**config.mk**
```make
export PLATFORM = sky130hd
export DESIGN_NAME = l_io_port
export DESIGN_NICKNAME = d
export VERILOG_FILES = /design/src/rtl/l_io_port.sv
export SDC_FILE = /design/constraint.sdc
export NUM_CORES = 1
export LEC_CHECK = 0
export ABC_AREA = 1
export BUFFER_PORTS_ARGS = -buffer_cell sky130_fd_sc_hd__clkbuf_2
export CAP_MARGIN = 10
export CORE_ASPECT_RATIO = 0.9
export CORE_MARGIN = 4
export CORE_UTILIZATION = 40
export DETAILED_ROUTE_END_ITERATION = 6
export GPL_ROUTABILITY_DRIVEN = 0
export SYNTH_ARGS = -nofsm -noshare
export SYNTH_HDL_FRONTEND = slang
export SYNTH_SLANG_ARGS = --single-unit
```
**constraint.sdc**
```tcl
create_clock -name clk -period 6.1 [get_ports clk]
set_input_delay 0.305 -clock clk [delete_from_list [all_inputs] [get_ports clk]]
set_output_delay 0.305 -clock clk [all_outputs]
set_load 0.01 [all_outputs]
```
**src/rtl/l_io_port.sv**
```systemverilog
// l_io_port
//   CPU-side I/O peripheral. Words written by the CPU are queued in a small TX FIFO
//   and sent on txd as two UART frames each, high byte first, LSB first within a
//   byte. The board switches are synchronised and returned to the CPU on inputLine.
//
//   Build option: define IO_PARITY_EN to insert an even-parity bit into each frame
//   (8E1). When it is undefined, frames are 8N1.
//
// Ports
//   clk             system clock, rising edge
//   reset           synchronous, active-high reset
//   outputLine      word written by the CPU
//   outputLineWrite write strobe; one word is pushed per high cycle
//   inputLine       synchronised switch value returned to the CPU
//   swIn            asynchronous board switch inputs
//   txd             UART serial output, idle high
//   txBusy          FIFO non-empty or a frame in flight
//   fifoFull        FIFO holds FIFO_DEPTH words
//   overflow        sticky: a write was dropped because the FIFO was full
module l_io_port #(
  parameter int CLKS_PER_BIT = 434,
  parameter int FIFO_DEPTH   = 4
) (
  input  logic        clk,
  input  logic        reset,
  input  logic [15:0] outputLine,
  input  logic        outputLineWrite,
  output logic [15:0] inputLine,
  input  logic [15:0] swIn,
  output logic        txd,
  output logic        txBusy,
  output logic        fifoFull,
  output logic        overflow
);

  localparam int AW = $clog2(FIFO_DEPTH);
  localparam int CW = $clog2(CLKS_PER_BIT);
  localparam logic [CW-1:0] CNT_LAST  = CW'(CLKS_PER_BIT - 1);
  localparam logic [AW:0]   DEPTH_CNT = (AW + 1)'(FIFO_DEPTH);

`ifdef IO_PARITY_EN
  typedef enum logic [2:0] {IDLE, START, DATA, PARITY, STOP} state_t;
`else
  typedef enum logic [1:0] {IDLE, START, DATA, STOP} state_t;
`endif

  logic [15:0]   mem [FIFO_DEPTH];
  logic [AW-1:0] wrPtr, rdPtr;
  logic [AW:0]   count;

  state_t        state;
  logic          byteSel;   // 0: high byte in flight, 1: low byte
  logic [15:0]   curWord;
  logic [2:0]    bitIdx;
  logic [CW-1:0] clkCnt;

  logic [15:0]   swMeta, swSync;

  logic [7:0]    curByte;
  logic          push, pop, bitDone;

  assign fifoFull = (count == DEPTH_CNT);
  assign txBusy   = (count != '0) || (state != IDLE);
  // Fullness is judged on the count before the edge, so a simultaneous pop does
  // not make room for a write that arrives while full.
  assign push     = outputLineWrite && !fifoFull;
  assign pop      = (state == IDLE) && (count != '0);
  assign curByte  = byteSel ? curWord[7:0] : curWord[15:8];
  assign bitDone  = (clkCnt == CNT_LAST);

  // NOTE: the storage array has no reset; only pointers and count define which
  // entries are valid, and leaving it unreset lets it map onto plain RAM.
  always_ff @(posedge clk) begin
    if (push) mem[wrPtr] <= outputLine;
  end

  // NOTE: all state is updated with non-blocking assignments so every register
  // samples values from before the edge, regardless of statement order.
  always_ff @(posedge clk) begin
    if (reset) begin
      wrPtr    <= '0;
      rdPtr    <= '0;
      count    <= '0;
      overflow <= 1'b0;
    end else begin
      if (push) wrPtr <= wrPtr + 1'b1;
      if (pop)  rdPtr <= rdPtr + 1'b1;
      if (outputLineWrite && fifoFull) overflow <= 1'b1;
      case ({push, pop})
        2'b10:   count <= count + 1'b1;
        2'b01:   count <= count - 1'b1;
        default: count <= count;
      endcase
    end
  end

  // Serialiser. txd is registered and always holds the level of the current bit;
  // each transition loads the level of the next bit so it appears on that edge.
  always_ff @(posedge clk) begin
    if (reset) begin
      state   <= IDLE;
      txd     <= 1'b1;
      byteSel <= 1'b0;
      curWord <= '0;
      bitIdx  <= '0;
      clkCnt  <= '0;
    end else begin
      case (state)
        IDLE: begin
          clkCnt <= '0;
          if (pop) begin
            curWord <= mem[rdPtr];
            byteSel <= 1'b0;
            txd     <= 1'b0;
            state   <= START;
          end else begin
            txd <= 1'b1;
          end
        end
        START: begin
          if (bitDone) begin
            clkCnt <= '0;
            bitIdx <= '0;
            txd    <= curByte[0];
            state  <= DATA;
          end else begin
            clkCnt <= clkCnt + 1'b1;
          end
        end
        DATA: begin
          if (bitDone) begin
            clkCnt <= '0;
            if (bitIdx == 3'd7) begin
`ifdef IO_PARITY_EN
              txd   <= ^curByte;
              state <= PARITY;
`else
              txd   <= 1'b1;
              state <= STOP;
`endif
            end else begin
              bitIdx <= bitIdx + 3'd1;
              txd    <= curByte[bitIdx + 3'd1];
            end
          end else begin
            clkCnt <= clkCnt + 1'b1;
          end
        end
`ifdef IO_PARITY_EN
        PARITY: begin
          if (bitDone) begin
            clkCnt <= '0;
            txd    <= 1'b1;
            state  <= STOP;
          end else begin
            clkCnt <= clkCnt + 1'b1;
          end
        end
`endif
        STOP: begin
          if (bitDone) begin
            clkCnt <= '0;
            if (!byteSel) begin
              // Low byte follows immediately with no idle gap.
              byteSel <= 1'b1;
              txd     <= 1'b0;
              state   <= START;
            end else begin
              txd   <= 1'b1;
              state <= IDLE;
            end
          end else begin
            clkCnt <= clkCnt + 1'b1;
          end
        end
        default: begin
          txd   <= 1'b1;
          state <= IDLE;
        end
      endcase
    end
  end

  // Two-flop synchroniser followed by the output register: 3 edges of latency.
  always_ff @(posedge clk) begin
    if (reset) begin
      swMeta    <= '0;
      swSync    <= '0;
      inputLine <= '0;
    end else begin
      swMeta    <= swIn;
      swSync    <= swMeta;
      inputLine <= swSync;
    end
  end

endmodule

```
**Word-level counts from Yosys, hierarchy flattened**

Memories as Yosys holds them, arrays and structs flattened. A register that Yosys moved wholly into a read port is not among the register bits.
Index checks and enable logic that the tools add are counted.

- Output and inout bits: 20
- Memories kept: 1
- Word-level logic and storage cells: 80
- Bits in registers: 72
- RAM bits: 64

- Eq/ne operators: 14
- Add/sub/neg operators: 6
- Mux-type cells: 29
- Magnitude comparators: 1
- Reductions and logical operators: 17

Memories:

| name | depth | width | rd ports | clocked after memory_dff | wr ports | RTL line | RTL |
|---|---|---|---|---|---|---|---|
| mem | 4 | 16 | 1 | 1 | 1 | 47 | `logic [15:0] mem [FIFO_DEPTH];` |

Operators with widths:

| kind | number |
|---|---|
| case mux 9 bit (2 select lines) | 1 |
| 2-to-1 mux 1 bit | 12 |
| inequality test 2 bit, second input constant | 6 |
| case mux 3 bit (2 select lines) | 2 |
| 2-to-1 mux 2 bit | 5 |
| adder 9 x 1 -> 9 bit, second input constant | 1 |
| equality test 9 bit, second input constant | 1 |
| 2-to-1 mux 3 bit | 3 |
| 2-to-1 mux 9 bit | 1 |
| 2-to-1 mux 8 bit | 1 |
| case mux 2 bit (4 select lines) | 1 |
| nonzero test 2 bit | 4 |
| adder 3 x 1 -> 3 bit, second input constant | 2 |
| equality test 2 bit, second input constant | 3 |
| equality test 3 bit, second input constant | 2 |
| AND reduction 3 bit | 2 |
| AND reduction 5 bit | 1 |
| adder 2 x 1 -> 2 bit, second input constant | 2 |
| equality test 2 x 1 -> 1 bit, second input constant | 2 |
| less-than comparator 3 x 4 -> 1 bit, second input constant | 1 |
| case mux 1 bit (4 select lines) | 1 |
| AND reduction 4 bit | 1 |
| binary-select mux 1 bit (select 3 bit) | 1 |
| logical AND 1 bit | 3 |
| 8 further kinds | 8 |

**Logic depth before layout (Yosys ltp)**

- Depth in word-level cells: 6
- Gate-level depth with buffers: 12
- Depth with buffers taken out: 11

**Least setup slack after synthesis**

Ideal clock, no wire load.

- Kind: register to register
- From: register state[0]
- To: register count[2]
- Stages on the path, launching flop included: 13
- Setup time: 122 ps
- Slack: 4010 ps
- Arrival: 1968 ps
- Path buffers: 1
- Required time: 5978 ps
- Period minus slack after synthesis: 2090 ps
- Cell sequence: dfxtp_1 > inv_1 > ha_1 > nand2_4 > inv_4 > buf_2 > ha_1 > inv_1 > fa_1 > a21oi_1 > o21ai_0 > o21ai_0 > a21oi_1

- Word-level cells in the longest chain between the ends: 4

RTL lines:

| item | RTL line | RTL |
|---|---|---|
| start: declaration | 51 | `state_t state;` |
| start signal: assignment | 101 | `state <= IDLE;` |
| start signal: assignment | 115 | `state <= START;` |
| start signal: assignment | 125 | `state <= DATA;` |
| logical NOT 2 bit (*) | 67 | `assign pop = (state == IDLE) && (count != '0);` |
| logical AND 1 bit (*) | 67 |  |
| named net pop | 60 | `logic push, pop, bitDone;` |
| equality test 2 x 1 -> 1 bit or equality test 2 bit (tied branches) | 89 | `case ({push, pop})` |
| case mux 3 bit (2 select lines) or nonzero test 2 bit (tied branches) | -- |  |
| end signal: assignment | 90 | `2'b10: count <= count + 1'b1;` |
| end signal: assignment | 91 | `2'b01: count <= count - 1'b1;` |
| end signal: assignment | 92 | `default: count <= count;` |
| end: declaration | 49 | `logic [AW:0] count;` |

Mark *: on every way through the listed nets, which the timed path passes. The rest lies on a longest branch.
A chain may end at the register's enable or synchronous reset.

**Worst setup path in the final report**

- From: register state[1]
- To: register count[2]

- Word-level cells in the longest chain between the ends: 4

RTL lines:

| item | RTL line |
|---|---|
| logical NOT 2 bit (*) | 67 |
| logical AND 1 bit (*) | 67 |
| equality test 2 x 1 -> 1 bit or equality test 2 bit (tied branches) | 89 |
| case mux 3 bit (2 select lines) or nonzero test 2 bit (tied branches) | -- |

Mark *: on every way between the ends. The rest lies on a longest branch, timed or not.

==> results.toml <==
[status]
status = "complete, no violations"

[layout]
share_of_the_core_filled_with_cells_in_the_final_layout = 0.480
nets = 683
final_design_area_no_fill_sq_um = 6730
filler_cell_count = 1277
seq_area_sq_um = 3680
synthToLayoutAreaGrowth_pct = 17.9
multiInputGateArea_sq_um = 1580
final_layout_size_suffix_gt1_frac = 0.175
antenna-diode-count = 0

[sta]
timing.slew.headroom = 0.446
post-route-min-period_ns = 2.43
post-route-period-util = 0.398
finalHoldViolations = 0
timing.fmax_mhz = 412
timing.final.max_slew_violations = 0
final.setup.tns_ns = 0
hold-worst-slack_ns = 0.0675
clock-skew-final_ns = 0.00798
tightestPinTransition_ns = 0.830
report.final.setup_viol = 0
worst_slack_ns = 3.67
rsz0062_at_grt = "no"

[clock_tree]
clock_tree_from_tritoncts = "built"
cts.clk_slew.worst_paths_ns = 0.06
number_of_buffers_inserted_by_hold_repair_at_cts = 0
numCtsBuffers = 17
number_of_sinks_on_the_clock_net = 152
later_pin_clock_latency_in_the_skew_report_ns = 0.42
post_cts.resized_instances = 0
cts_setup_buffers = 0
clockRootBuffer = "sky130_fd_sc_hd__clkbuf_16"
cts-htree-levels = 4
clock_tree.buffer_depth = 2

[place]
detailedPlace.worstSlack_ns = 3.75
buffer_ports.inserted = 54
hpwlAfterDp_microns = 6890
placed_area_sq_um = 6150

[yosys]
synth_largest_area_cell = "sky130_fd_sc_hd__edfxtp_1"
number_of_different_library_cells_in_the_post_synthesis_netlist = 30
synth-xor-area-share = 0.00307
synthesis.yosys.warnings = 0
synth_area_sq_um = 5710
syn_avg_cell_area_sq_um = 9.89
syn-num-nets = 626
synth_cells = 577
synth_compound_gate_area_share = 0.0932
postSynthRegisterBits = 152
synth_sequential_area_ratio = 0.646
yosys.area_share.adder = 0.0320
synthMuxAreaShare = 0
yosys.area_share.simple = 0.149
fraction_of_registers_with_async_set_or_reset_after_synthesis = 0
leading_cell_types_by_total_area_after_synthesis = "sky130_fd_sc_hd__edfxtp_1 34%, sky130_fd_sc_hd__dfxtp_1 31%, sky130_fd_sc_hd__nor2_1 8.6%"
synthDominantCellAreaShare = 0.337
number_of_enable_flip_flop_cells_after_synthesis = 64
synth-main-ff-cell = "sky130_fd_sc_hd__dfxtp_1"
dominant_combinational_cell_family_by_area_after_synthesis = "simple AND/OR/NAND/NOR gates"

[die]
design.portCount = 55
dieHeight_microns = 121
placement_rows = 41
dieArea_sq_um = 16200
start_util = 0.407
dieWidth_microns = 134
design.core.area_sq_um = 14000

[global_routing]
grt_pass1_vias = 3733
grt_start_max_net_pins = 56
first_pass_grt_wire_length_microns = 17700
overflow = 0
initial_antenna_violation_count = 0
groute.usage.overall = 0.138

[setup_path]
worst-path-max-fanout = 35
critical-path-slowest-cell = "sky130_fd_sc_hd__fa_1"
timing.critical_path.to = "count[2]"
worstPathCellList = "inv_1 > ha_1 > nand2_4 > inv_4 > ha_1 > inv_1 > fa_1 > a21oi_1 > o21ai_0 > o21ai_0 > a21oi_1"
worst-setup-path-type = "reg -> reg"
critical-path-top-delay-family = "adder cells"
regToRegEndpoint = "count[2]"
worst-endpoint-arrival_ns = 2.73
worstSetupEndpointType = "flip-flop"
origin_of_the_worst_setup_path = "state[1]"
critPathRequiredTime_ns = 6.40
r2r-start = "state[1]"
cp_slowest_stage_delay_ns = 0.38
r2r_cells = 11
start_kind = "flip-flop"
worst-path-stages = 11
critPathBufInv = 3
setup.reg_to_reg.worst_slack_ns = 3.67

[worst_hold_path]
min_delay_path_depth = 3
holdCritPathClass = "in -> reg"

[route]
route.antenna.remaining_nets = 0
detail_route.first_pass.iterations = 4
drtIter0Drc = 298
dr_drc_count = 0
route.final.wire_length_microns = 10200
detail_route.wl_per_cell_microns = 12.1
route.vias.total = 3791
avgViaCountPerCell = 4.51

[pwr]
vdd.ir_drop.worst_mv = 0.255
power.leakage_nw = 2.74
power_density_nw_per_um2 = 410

[run]
number_of_violations_of_the_max_capacitance_limit = 0
## layout by cell type, fill, tap and decap left out, types with 13 or more instances in the layout
cell type,netlist,routed
sky130_fd_sc_hd__clkbuf_16,0,18
sky130_fd_sc_hd__a31oi_1,16,16
sky130_fd_sc_hd__a21oi_1,17,17
sky130_fd_sc_hd__nand2_1,33,33
sky130_fd_sc_hd__inv_1,80,80
sky130_fd_sc_hd__nand3_1,20,20
sky130_fd_sc_hd__ha_1,13,13
sky130_fd_sc_hd__dfxtp_1,88,88
sky130_fd_sc_hd__nor2_1,131,131
sky130_fd_sc_hd__edfxtp_1,64,64
sky130_fd_sc_hd__o21ai_0,56,56
sky130_fd_sc_hd__clkbuf_2,0,54
## stage by stage
| stage | instances | total power [mW] |
|---|---|---|
| finish | 840 | 2.76 |
| global route | 840 | 2.94 |
| CTS | 840 | 2.80 |
| detailed placement | 808 | 1.80 |
| global placement | 808 | 1.78 |
| floorplan | 577 | 1.66 |
## cell type report
type,count,share of cell area
Sequential cell,152,0.548
Clock inverter,14,0.0182
Inverter,88,0.0495
Timing Repair Buffer,60,0.0469
Tap cell,193,0.0359
Multi-Input combinational cell,315,0.235
Clock buffer,18,0.0670
## layer usage
| metal | share of wire | track usage | vias up | routed length [microns] |
|---|---|---|---|---|
| met5 | 0 | 0 | - | 0 |
| met4 | 0.020 | 0.0643 | 0 | 207 |
| met3 | 0.034 | 0.0348 | 17 | 344 |
| met2 | 0.46 | 0.213 | 66 | 4720 |
| met1 | 0.48 | 0.182 | 1729 | 4930 |
| li1 | - | - | 1979 | - |
## state kept, by name, summed over array words and instances, names as in the netlist
signal and count:
swSync 16, txd 1, curWord 16, bitIdx 3, byteSel 1, inputLine 16
clkCnt 9, count 3, rdPtr 2, overflow 1, state 2, wrPtr 2
mem 64, swMeta 16
## power by group
part / internal, mW / total (mW) / leakage (nW) / switching, mW
registers: 1.18 / 1.24 / 1.31 / 0.0638
logic: 0.172 / 0.521 / 1.15 / 0.349
clock network: 0.586 / 0.996 / 0.286 / 0.410
total: 1.94 / 2.76 / 2.74 / 0.823
## Yosys cell counts (all sizes together), types with 2 or more instances
| cell type | count |
|---|---|
| a211oi | 5 |
| nand3 | 23 |
| clkbuf | 5 |
| inv | 88 |
| nand2 | 39 |
| buf | 17 |
| nor2 | 132 |
| a21oi | 17 |
| a31oi | 16 |
| nor3 | 2 |
| edfxtp | 64 |
| nor3b | 4 |
| ha | 13 |
| o21ai | 61 |
| dfxtp | 88 |
## cells by family (layout without fill, tap and decap cells)
| logic type | count (synthesis) | after routing |
|---|---|---|
| fa+ha+maj | 14 | 14 |
| xor+xnor | 2 | 2 |
| flops | 152 | 152 |
| simple gates | 200 | 200 |
| compound gates | 99 | 99 |
| buf+inv | 110 | 180 |
## worst min-delay path by stage
stage	slack (ns)	start	end
3_3_place_gp	0.39	swMeta[6]	swSync[6]
3_5_place_dp	0.39	swSync[15]	inputLine[15]
6_report	0.07	swIn[15]	swMeta[15]
5_1_grt	0.06	swIn[0]	swMeta[0]
2_1_floorplan	0.39	swSync[0]	inputLine[0]
4_1_cts	0.05	swIn[15]	swMeta[15]
## tightest hold or removal path, cell delays in order
cell and delay (ns):
sky130_fd_sc_hd__clkbuf_2 0.08, sky130_fd_sc_hd__inv_1 0.04, sky130_fd_sc_hd__nor2_1 0.03
(Power assumes the default switching activity.)
